<file path="config.mk">
export PLATFORM = sky130hd
export DESIGN_NAME = operand_align
export DESIGN_NICKNAME = d
export VERILOG_FILES = /design/src/rtl/dfp_pkg.sv /design/src/rtl/digit_shr_sticky.sv /design/src/rtl/operand_align.sv
export SDC_FILE = /design/constraint.sdc
export NUM_CORES = 1
export LEC_CHECK = 0
export BUFFER_PORTS_ARGS = -buffer_cell sky130_fd_sc_hd__buf_2
export CORE_MARGIN = 5
export CORE_UTILIZATION = 52
export DETAILED_ROUTE_END_ITERATION = 8
export GPL_TIMING_DRIVEN = 0
export PLACE_DENSITY = 0.93
export SLEW_MARGIN = 20
export SYNTH_ARGS = -nofsm -noshare
export SYNTH_HDL_FRONTEND = slang
export SYNTH_SLANG_ARGS = --single-unit
</file>
<file path="constraint.sdc">
create_clock -name clk -period 3.8 [get_ports clk]
set_input_delay 0.38 -clock clk [delete_from_list [all_inputs] [get_ports clk]]
set_output_delay 0.38 -clock clk [all_outputs]
set_load 0.005 [all_outputs]
</file>
<file path="src/rtl/dfp_pkg.sv">
// Shared constants, mantissa types and the alignment FSM state for the
// decimal floating-point datapath.
package dfp_pkg;

    localparam int NDIG    = 32'd7;
    localparam int EXP_W   = 32'd8;
    localparam int GR_DIG  = 32'd2;
    localparam int DIG_W   = 32'd4;
    localparam int XDIG    = NDIG + GR_DIG;
    localparam int CNT_W   = $clog2(XDIG + 32'd1);
    localparam int MANT_W  = DIG_W * NDIG;
    localparam int XMANT_W = DIG_W * XDIG;

    typedef logic [MANT_W-1:0]  bcd_mant_t;
    typedef logic [XMANT_W-1:0] ext_mant_t;

    typedef enum logic [1:0] {
        ST_IDLE  = 2'd0,
        ST_SHIFT = 2'd1,
        ST_DONE  = 2'd2
    } align_state_t;

    // Digit shift needed to align the exponents; the difference is taken one
    // bit wider than the exponents so it never wraps, then saturated.
    function automatic logic [CNT_W-1:0] align_count(input logic [EXP_W-1:0] ea,
                                                     input logic [EXP_W-1:0] eb);
        logic [EXP_W:0] diff;
        if (ea >= eb) begin
            diff = {1'b0, ea} - {1'b0, eb};
        end else begin
            diff = {1'b0, eb} - {1'b0, ea};
        end
        if (diff >= (EXP_W+1)'(XDIG)) begin
            return CNT_W'(XDIG);
        end else begin
            return diff[CNT_W-1:0];
        end
    endfunction

endpackage

</file>
<file path="src/rtl/digit_shr_sticky.sv">
// Combinational right shift by a whole number of BCD digits; sticky reports
// whether any nonzero digit was shifted out.
module digit_shr_sticky
    import dfp_pkg::*;
#(
    parameter int N_DIG    = XDIG,
    parameter int CNT_BITS = CNT_W
) (
    input  logic [DIG_W*N_DIG-1:0] din,
    input  logic [CNT_BITS-1:0]    count,
    output logic [DIG_W*N_DIG-1:0] dout,
    output logic                   sticky
);

    // Digit i moves down to i-count; digits below count fold into sticky
    always_comb begin
        dout   = '0;
        sticky = 1'b0;
        for (int i = 0; i < N_DIG; i++) begin
            if (i < int'(count)) begin
                sticky = sticky | (din[i*DIG_W +: DIG_W] != {DIG_W{1'b0}});
            end else begin
                dout[(i - int'(count))*DIG_W +: DIG_W] = din[i*DIG_W +: DIG_W];
            end
        end
    end

endmodule

</file>
<file path="src/rtl/operand_align.sv">
// Aligns two BCD operands to the larger exponent and appends G/R digits plus sticky.
// Build option OPERAND_ALIGN_FAST_SHIFT_EN replaces the digit-serial SHIFT state with a one-cycle barrel shift.
module operand_align
    import dfp_pkg::*;
(
    input  logic             clk,
    input  logic             rst,
    input  logic             in_valid,
    output logic             in_ready,
    input  logic [EXP_W-1:0] E1,
    input  logic [EXP_W-1:0] E2,
    input  bcd_mant_t        M1,
    input  bcd_mant_t        M2,
    output logic             out_valid,
    input  logic             out_ready,
    output logic [EXP_W-1:0] E_out,
    output ext_mant_t        M1_out,
    output ext_mant_t        M2_out,
    output logic             sticky,
    output logic             shift_sel
);

    align_state_t     state_r;
    logic             in_ready_r;
    logic             out_valid_r;
    logic             sticky_r;
    logic             shift_sel_r;
    logic [EXP_W-1:0] e_out_r;
    ext_mant_t        m1_r;
    ext_mant_t        m2_r;

    logic             e2_gt_s;
    logic [CNT_W-1:0] cnt_init_s;
    ext_mant_t        ext1_s;
    ext_mant_t        ext2_s;
    ext_mant_t        shr_in_s;
    ext_mant_t        shr_out_s;
    logic [CNT_W-1:0] shr_cnt_s;
    logic             shr_sticky_s;
`ifndef OPERAND_ALIGN_FAST_SHIFT_EN
    logic [CNT_W-1:0] cnt_r;
    logic             sel_zero_s;
`endif

    assign e2_gt_s    = (E2 > E1);
    assign cnt_init_s = align_count(E1, E2);
    assign ext1_s     = {M1, {(DIG_W*GR_DIG){1'b0}}};
    assign ext2_s     = {M2, {(DIG_W*GR_DIG){1'b0}}};

`ifdef OPERAND_ALIGN_FAST_SHIFT_EN
    // Full alignment straight from the input operands at accept time
    assign shr_in_s  = e2_gt_s ? ext1_s : ext2_s;
    assign shr_cnt_s = cnt_init_s;
`else
    // One digit per cycle from whichever register holds the smaller operand
    assign shr_in_s   = shift_sel_r ? m1_r : m2_r;
    assign shr_cnt_s  = CNT_W'(1'b1);
    assign sel_zero_s = (shr_in_s == '0);
`endif

    digit_shr_sticky #(
        .N_DIG   (XDIG),
        .CNT_BITS(CNT_W)
    ) u_shr (
        .din   (shr_in_s),
        .count (shr_cnt_s),
        .dout  (shr_out_s),
        .sticky(shr_sticky_s)
    );

    // Handshake FSM together with every result register
    always_ff @(posedge clk) begin
        if (rst) begin
            state_r     <= ST_IDLE;
            in_ready_r  <= 1'b1;
            out_valid_r <= 1'b0;
            e_out_r     <= {EXP_W{1'b0}};
            m1_r        <= '0;
            m2_r        <= '0;
            sticky_r    <= 1'b0;
            shift_sel_r <= 1'b0;
`ifndef OPERAND_ALIGN_FAST_SHIFT_EN
            cnt_r       <= {CNT_W{1'b0}};
`endif
        end else begin
            case (state_r)
                ST_IDLE: begin
                    if (in_valid) begin
                        e_out_r     <= e2_gt_s ? E2 : E1;
                        shift_sel_r <= e2_gt_s;
                        in_ready_r  <= 1'b0;
`ifdef OPERAND_ALIGN_FAST_SHIFT_EN
                        m1_r        <= e2_gt_s ? shr_out_s : ext1_s;
                        m2_r        <= e2_gt_s ? ext2_s : shr_out_s;
                        sticky_r    <= shr_sticky_s;
                        out_valid_r <= 1'b1;
                        state_r     <= ST_DONE;
`else
                        m1_r        <= ext1_s;
                        m2_r        <= ext2_s;
                        sticky_r    <= 1'b0;
                        cnt_r       <= cnt_init_s;
                        if (cnt_init_s == {CNT_W{1'b0}}) begin
                            out_valid_r <= 1'b1;
                            state_r     <= ST_DONE;
                        end else begin
                            state_r     <= ST_SHIFT;
                        end
`endif
                    end
                end
`ifndef OPERAND_ALIGN_FAST_SHIFT_EN
                ST_SHIFT: begin
                    // Nothing left to shift out: remaining shifts cannot change anything
                    if (sel_zero_s) begin
                        out_valid_r <= 1'b1;
                        state_r     <= ST_DONE;
                    end else begin
                        if (shift_sel_r) begin
                            m1_r <= shr_out_s;
                        end else begin
                            m2_r <= shr_out_s;
                        end
                        sticky_r <= sticky_r | shr_sticky_s;
                        cnt_r    <= cnt_r - CNT_W'(1'b1);
                        if (cnt_r == CNT_W'(1'b1)) begin
                            out_valid_r <= 1'b1;
                            state_r     <= ST_DONE;
                        end
                    end
                end
`endif
                ST_DONE: begin
                    if (out_ready) begin
                        out_valid_r <= 1'b0;
                        in_ready_r  <= 1'b1;
                        state_r     <= ST_IDLE;
                    end
                end
                default: begin
                    out_valid_r <= 1'b0;
                    in_ready_r  <= 1'b1;
                    state_r     <= ST_IDLE;
                end
            endcase
        end
    end

    assign in_ready  = in_ready_r;
    assign out_valid = out_valid_r;
    assign E_out     = e_out_r;
    assign M1_out    = m1_r;
    assign M2_out    = m2_r;
    assign sticky    = sticky_r;
    assign shift_sel = shift_sel_r;

endmodule

</file>
==> results of run 1 <==
metal layers:
layer	up-vias	track usage
li1	2815	-
met1	2762	0.365
met2	447	0.449
met3	66	0.0835
met4	0	0.133
met5	-	0
how the worst max path moves through the flow:
stage,startpoint,end,slack (ns)
after floorplan,E1[6],cnt_r[0]$_SDFFE_PP0P_,0.95
after global placement,E1[6],cnt_r[0]$_SDFFE_PP0P_,0.59
after detailed placement,E1[6],cnt_r[0]$_SDFFE_PP0P_,0.60
after CTS,shift_sel$_SDFFE_PP0P_,M1_out[20]$_SDFFE_PP0P_,0.78
after global routing,shift_sel$_SDFFE_PP0P_,M1_out[21]$_SDFFE_PP0P_,0.56
final,shift_sel$_SDFFE_PP0P_,M1_out[20]$_SDFFE_PP0P_,0.71
registers in the layout, summed over array words and instances, names as in the netlist:
| name | cells |
|---|---|
| cnt_r | 4 |
| state_r | 2 |
| out_valid | 1 |
| shift_sel | 1 |
| M2_out | 36 |
| in_ready | 1 |
| sticky | 1 |
| E_out | 8 |
| M1_out | 36 |
synth_stat cells, drive strengths merged (3+ instances only):
library cell	count
buf	14
and3	3
clkbuf	36
nor3	13
nand3	20
nand2b	4
o21ai	29
nor4	11
o211ai	51
or3	5
o21a	3
nor2b	7
nor2	31
inv	25
nand3b	3
a211o	3
nand4	12
nand2	108
a2bb2oi	3
and2	3
a21o	9
mux2	8
a21oi	86
dfxtp	90
a211oi	7
a22oi	5
ha	18
mux2i	35
a31oi	6
worst reg2reg max path: stages, from the launching register on:
cell      delay, ns
dfxtp_1        0.34
buf_2          0.25
nor4b_1        0.38
nand3_1        0.16
a221oi_2       0.33
o211ai_1       0.31
a31oi_2        0.63
buf_2          0.37
nand2_1        0.10
a21oi_1        0.16
layout make-up:
| class | instances | share of cell area |
|---|---|---|
| Clock buffer | 10 | 0.0212 |
| Inverter | 26 | 0.0151 |
| Multi-Input combinational cell | 515 | 0.497 |
| Timing Repair Buffer | 158 | 0.122 |
| Buffer | 50 | 0.0317 |
| Tap cell | 136 | 0.0263 |
| Sequential cell | 90 | 0.278 |
| Clock inverter | 6 | 0.00830 |
metrics by stage:
stage | total power (W) | instance area, sq um | worst slack, ns
3_3_place_gp | 0.00235 | 6290 | 0.592
3_5_place_dp | 0.00238 | 6290 | 0.600
4_1_cts | 0.00303 | 6480 | 0.775
5_1_grt | 0.00323 | 6480 | 0.560
6_report | 0.00308 | 6480 | 0.706
2_1_floorplan | 0.00195 | 5330 | 0.952
logic make-up after synthesis:
kind of cell	count (synthesis)	synth area share
simple gates	228	0.198
compound gates	221	0.270
flops	90	0.338
buf+inv	76	0.0568
mux	43	0.0827
fa+ha+maj	20	0.0498
xor+xnor	3	0.00493
where the power goes:
part / switching (W) / total, W / leakage (nW) / internal (W)
Sequential: 0.000161 / 0.00124 / 0.738 / 0.00108
Combinational: 0.000714 / 0.00117 / 1.91 / 0.000455
Clock: 0.000399 / 0.000669 / 0.0962 / 0.000270
==> impl_metrics.json, run 1 <==
{
  "seq_area_frac_synth": 0.338,
  "initial_utilization": 0.525,
  "top_layer": "met4",
  "path_depth": 9,
  "synth-warning-count": 0,
  "cpMostUsedCell": "buf_2",
  "die_area_sq_um": 12400,
  "whs_ns": 0.234,
  "yosys_register_bits": 90,
  "drive_above_1_share": 0.237,
  "die_w_um": 111,
  "io_pins": 160,
  "root_buffer": "clkbuf_8",
  "cts_tree": "done",
  "dp.cells": 975,
  "cp_slowest_cell": "a31oi_2",
  "r2r_setup_slack_ns": 0.71,
  "finClkSkew_ns": 0.0157,
  "start_kind": "flip-flop",
  "postCtsSetupBuffers": 0,
  "wl_met3_um": 2400,
  "period_share": 0.814,
  "regArea_sq_um": 1800,
  "critPathMaxStageDelay_ns": 0.63,
  "syn_to_final_growth_pct": 21.6,
  "whs_path_depth": 3,
  "synth-main-ff-cell": "dfxtp_1",
  "drcViolationCount": 0,
  "synth.top_cell.area_share": 0.338,
  "nFillCells": 892,
  "r2r_end": "M1_out[20]$_SDFFE_PP0P_",
  "hold_violations": 0,
  "worstPathBufferInverterCount": 2,
  "io_buffers": 158,
  "wl_met2_um": 8350,
  "grt_pass1_vias": 5696,
  "crit_chain": "buf_2 > nor4b_1 > nand3_1 > a221oi_2 > o211ai_1 > a31oi_2 > buf_2 > nand2_1 > a21oi_1",
  "htreeDepth": 3,
  "overflow": 0,
  "rows": 37,
  "p_leak_nw": 2.75,
  "hold_buffers": 0,
  "ys_top_cells_by_area": "dfxtp_1 34%, a21oi_1 8.1%, nand2_1 7.6%",
  "status": "completed",
  "cts_buffers": 9,
  "cp.required_ns": 4.10,
  "r2r_cells": 9,
  "worst_pin_slew_ns": 1.04,
  "die_h_um": 111,
  "gp_congestion": 0.999,
  "crit_fanout": 10,
  "ir_drop_uv": 237,
  "final_cell_mix": "166 x buf_2, 108 x nand2_1, 90 x dfxtp_1, 86 x a21oi_1, 51 x o211ai_1",
  "cts_sinks": 90,
  "fin_crit_ns": 3.09,
  "antenna_found_initial": 0,
  "cpLargestDelayFamily": "compound AO/OA/AOI/OAI gates",
  "crit_type": "flip-flop to flip-flop",
  "fin_util": 0.639,
  "wl_met1_um": 7190,
  "grt_pass1_wl_um": 29100,
  "slew_headroom": 0.305,
  "cp_data_arrival_time_ns": 3.39,
  "routed_via_density": 6.15,
  "min_to": "M2_out[34]$_SDFFE_PP0P_",
  "core_sq_um": 10100,
  "hold_class": "input pin to flip-flop",
  "wl_per_cell_um": 18.8,
  "yosys.area.top_type": "dfxtp_1",
  "synth_nets": 777,
  "hp-start": "M2[26]",
  "via_count": 6090,
  "dpl.hpwl_um": 14200,
  "synth_cell_types": 62,
  "power.density_nw_per_um2": 475,
  "async_flop_share": 0,
  "clock_latency_ns": 0.38,
  "crit_path_end_kind": "flip-flop",
  "fin_tns_setup_ns": 0,
  "netlist_area_sq_um": 5330,
  "drv_slew": 0,
  "initialDrtViolationCount": 658,
  "final_common_cell": "buf_2",
  "cts_resized": 0,
  "grt_max_degree": 18,
  "cap_violations": 0,
  "rsz0062_at_grt": "no",
  "layout.nets": 946,
  "track_usage": 0.287,
  "worstReg2RegStart": "shift_sel$_SDFFE_PP0P_",
  "synth_cells": 681,
  "dr.pass1.iters": 7,
  "multi_input_area_sq_um": 3220,
  "clk_pin_slew_ns": 0.10,
  "wl_um": 18600,
  "maxClockFrequency_mhz": 323,
  "finalNonFillerCells": 991,
  "ctsLongestPathBuffers": 2,
  "antenna_cells": 0,
  "synth_edf_count": 0,
  "syn_avg_cell_area_sq_um": 7.82,
  "setup_viol": 0,
  "antenna_left": 0
}
Power figures use the tool's default switching activity.
==> run 2: changes to the inputs <==
--- a/config.mk
+++ b/config.mk
@@ -5,12 +5,13 @@
 export SDC_FILE = /design/constraint.sdc
 export NUM_CORES = 1
 export LEC_CHECK = 0
+export ABC_AREA = 1
 export BUFFER_PORTS_ARGS = -buffer_cell sky130_fd_sc_hd__buf_2
 export CORE_MARGIN = 5
-export CORE_UTILIZATION = 52
+export CORE_UTILIZATION = 48
 export DETAILED_ROUTE_END_ITERATION = 8
 export GPL_TIMING_DRIVEN = 0
-export PLACE_DENSITY = 0.93
+export PLACE_DENSITY = 0.9
 export SLEW_MARGIN = 20
 export SYNTH_ARGS = -nofsm -noshare
 export SYNTH_HDL_FRONTEND = slang
==> constraint.sdc (replaced) <==
create_clock -name clk -period 2.8 [get_ports clk]
set_input_delay 0.28 -clock clk [delete_from_list [all_inputs] [get_ports clk]]
set_output_delay 0.28 -clock clk [all_outputs]
set_load 0.005 [all_outputs]
==> run 2 against run 1 <==
Cell area is 4.1% higher. Via count up 7.4%. Highest routed layer unchanged. Total power grew 110%. First-iteration DRC count grew 38%. Clock skew decreased by 0.0032 ns. Final cell count up 21%. Clock power up 90%. Worst setup slack got worse by 0.55 ns. Sequential power grew 65%.
==> impl_metrics.json, run 2 <==
{
  "grt_pass1_wl_um": 28300,
  "initial_utilization": 0.484,
  "ys_top_cells_by_area": "dfxtp_1 33%, nand2_1 18%, inv_1 8.2%",
  "hold_buffers": 0,
  "finalNonFillerCells": 1197,
  "cts_tree": "done",
  "synth_xor_area_frac": 0.00642,
  "overflow": 0,
  "drcViolationCount": 0,
  "p_leak_nw": 3.54,
  "period_share": 0.946,
  "grt_pass1_vias": 5935,
  "cts_sinks": 90,
  "r2r_end": "M1_out[7]$_SDFFE_PP0P_",
  "initialDrtViolationCount": 907,
  "slew_headroom": 0.333,
  "netlist_area_sq_um": 5460,
  "crit_path_end_kind": "flip-flop",
  "yosysMostFrequentCell": "nand2_1",
  "design_area_sq_um": 6750,
  "min_to": "M2_out[0]$_SDFFE_PP0P_",
  "worstReg2RegStart": "shift_sel$_SDFFE_PP0P_",
  "synth.top_cell.area_share": 0.330,
  "synth_common_cells": "262 x nand2_1, 119 x inv_1, 90 x dfxtp_1",
  "dr.pass1.iters": 6,
  "grt_max_degree": 17,
  "synth-simple-area-share": 0.299,
  "via_count": 6538,
  "start_kind": "flip-flop",
  "power.internal_w": 0.00353,
  "r2r_cells": 11,
  "synthMuxAreaShare": 0,
  "htreeDepth": 3,
  "cp_data_arrival_time_ns": 2.92,
  "hp-start": "rst",
  "die_area_sq_um": 13600,
  "synth_top_family_by_area": "simple AND/OR/NAND/NOR gates",
  "syn_avg_cell_area_sq_um": 6.21,
  "layout.nets": 1145,
  "antenna_cells": 0,
  "fin_tns_setup_ns": 0,
  "synth_nets": 975,
  "seq_area_frac_synth": 0.330,
  "wl_um": 18400,
  "hold_class": "input pin to flip-flop",
  "fin_crit_ns": 2.65,
  "yosys.area.top_type": "dfxtp_1",
  "die_w_um": 117,
  "synthAdderAreaFrac": 0.0486,
  "cts_buffers": 9,
  "setup_viol": 0,
  "rows": 39,
  "drive_above_1_share": 0.198,
  "dpl.hpwl_um": 14000,
  "antenna_left": 0,
  "cp.required_ns": 3.07,
  "clk_pin_slew_ns": 0.07,
  "final_common_cell": "nand2_1",
  "synth-main-ff-cell": "dfxtp_1",
  "p_clk_frac": 0.195,
  "io_pins": 160,
  "pwr-share-comb": 0.492,
  "yosys_register_bits": 90,
  "drv_slew": 0,
  "status": "completed",
  "dpl_cell_area_sq_um": 6430,
  "core_sq_um": 11300,
  "async_flop_share": 0,
  "finClkSkew_ns": 0.0126,
  "ctsLongestPathBuffers": 2,
  "io_buffers": 159,
  "hold_violations": 0,
  "rsz0062_at_grt": "no",
  "nFillCells": 1047,
  "worst_pin_slew_ns": 0.997,
  "synth_cells": 879,
  "routed_via_density": 5.46,
  "power.density_nw_per_um2": 970,
  "wl_per_cell_um": 15.3,
  "die_h_um": 117,
  "switching_share": 0.461,
  "finalPower_w": 0.00655,
  "clock_latency_ns": 0.35,
  "maxClockFrequency_mhz": 378,
  "crit_type": "flip-flop to flip-flop",
  "crit_fanout": 10,
  "ir_drop_uv": 643,
  "antenna_found_initial": 0,
  "synth_compound_area_frac": 0.195,
  "cts_resized": 0,
  "power.switching_w": 0.00302,
  "cap_violations": 0,
  "whs_path_depth": 2,
  "postCtsSetupBuffers": 0,
  "synth_cell_types": 33,
  "synth-warning-count": 0,
  "pwr-share-seq": 0.313,
  "root_buffer": "clkbuf_16",
  "final_cell_mix": "262 x nand2_1, 173 x buf_2, 119 x inv_1, 89 x dfxtp_1, 88 x a21oi_1",
  "dp.cells": 1181,
  "syn_to_final_growth_pct": 23.6,
  "r2r_setup_slack_ns": 0.15,
  "track_usage": 0.259,
  "gp_congestion": 0.910,
  "synth_edf_count": 0
}
## run 2: cell types whose count changed after synthesis, moves of 11 or more
cell      before  now
nand2_1      108  262
mux2i_1       35    0
o211ai_1      51    4
nor2_1        31   66
inv_1         25  119
o21ai_0       29   61
clkbuf_1      36   22
o21ai_1        0   29
nor4_1        11    0
nor3_1        13    2
nand3_1       20   45
## run 2: stage by stage
| step | setup slack [ns] | hold WS (ns) | util |
|---|---|---|---|
| after detailed placement | 0.178 | 0.453 | 0.571 |
| after global placement | 0.205 | 0.444 | 0.571 |
| final | 0.152 | 0.137 | 0.599 |
| after global routing | 0.0169 | 0.155 | 0.599 |
| after CTS | 0.0886 | 0.137 | 0.598 |
| after floorplan | 0.688 | 0.349 | - |
## run 2: worst max-delay path, cell delays in order, from the launching register on
cell	delay, ns
dfxtp_2	0.42
clkbuf_4	0.24
buf_4	0.22
nand2_1	0.09
o21ai_0	0.13
nand4_1	0.16
nor2_1	0.21
nand3_1	0.23
a31oi_4	0.37
buf_4	0.27
nand2_1	0.07
a21oi_1	0.15
## run 2: routing by layer
layer	routed length [um]	track usage	up-vias	share of wire
li1	-	-	3146	-
met1	7410	0.340	2909	0.40
met2	8160	0.407	411	0.44
met3	2110	0.0606	72	0.11
met4	687	0.115	0	0.037
met5	0	0	-	0
## run 2: how the worst max path moves through the flow
stage,from,endpoint,slack (ns),cells after the start
after CTS,shift_sel$_SDFFE_PP0P_,M2_out[9]$_SDFFE_PP0P_,0.09,11
final,shift_sel$_SDFFE_PP0P_,M1_out[7]$_SDFFE_PP0P_,0.15,11
after global routing,shift_sel$_SDFFE_PP0P_,sticky$_SDFFE_PP0P_,0.02,12
after global placement,shift_sel$_SDFFE_PP0P_,sticky$_SDFFE_PP0P_,0.20,12
after floorplan,E1[7],cnt_r[0]$_SDFFE_PP0P_,0.69,15
after detailed placement,shift_sel$_SDFFE_PP0P_,M2_out[8]$_SDFFE_PP0P_,0.18,11
## run 2: cell type report
| cell class | instances | area [sq um] | area share |
|---|---|---|---|
| plain buffers | 45 | 214 | 0.0317 |
| clock buffers | 10 | 229 | 0.0339 |
| clock inverters | 6 | 77.6 | 0.0115 |
| inverters | 121 | 454 | 0.0673 |
| multi-input cells | 623 | 2990 | 0.444 |
| flip-flops and latches | 90 | 1800 | 0.267 |
| well taps | 143 | 179 | 0.0265 |
| repair buffers | 159 | 796 | 0.118 |
## run 2: power groups by stage
stage	clock, W	sequential [W]	combinational (W)
after CTS	0.00127	0.00203	0.00314
after floorplan	0	0.00203	0.00194
final	0.00127	0.00205	0.00322
after global placement	0	0.00204	0.00304
after detailed placement	0	0.00205	0.00310
after global routing	0.00132	0.00208	0.00357
## run 2: kinds of logic after synthesis
family / Yosys count
XOR/XNOR: 4
flip-flops: 90
buffers and inverters: 166
AO/OA/AOI/OAI: 198
AND/OR/NAND/NOR: 401
adder cells (fa/ha/maj): 20
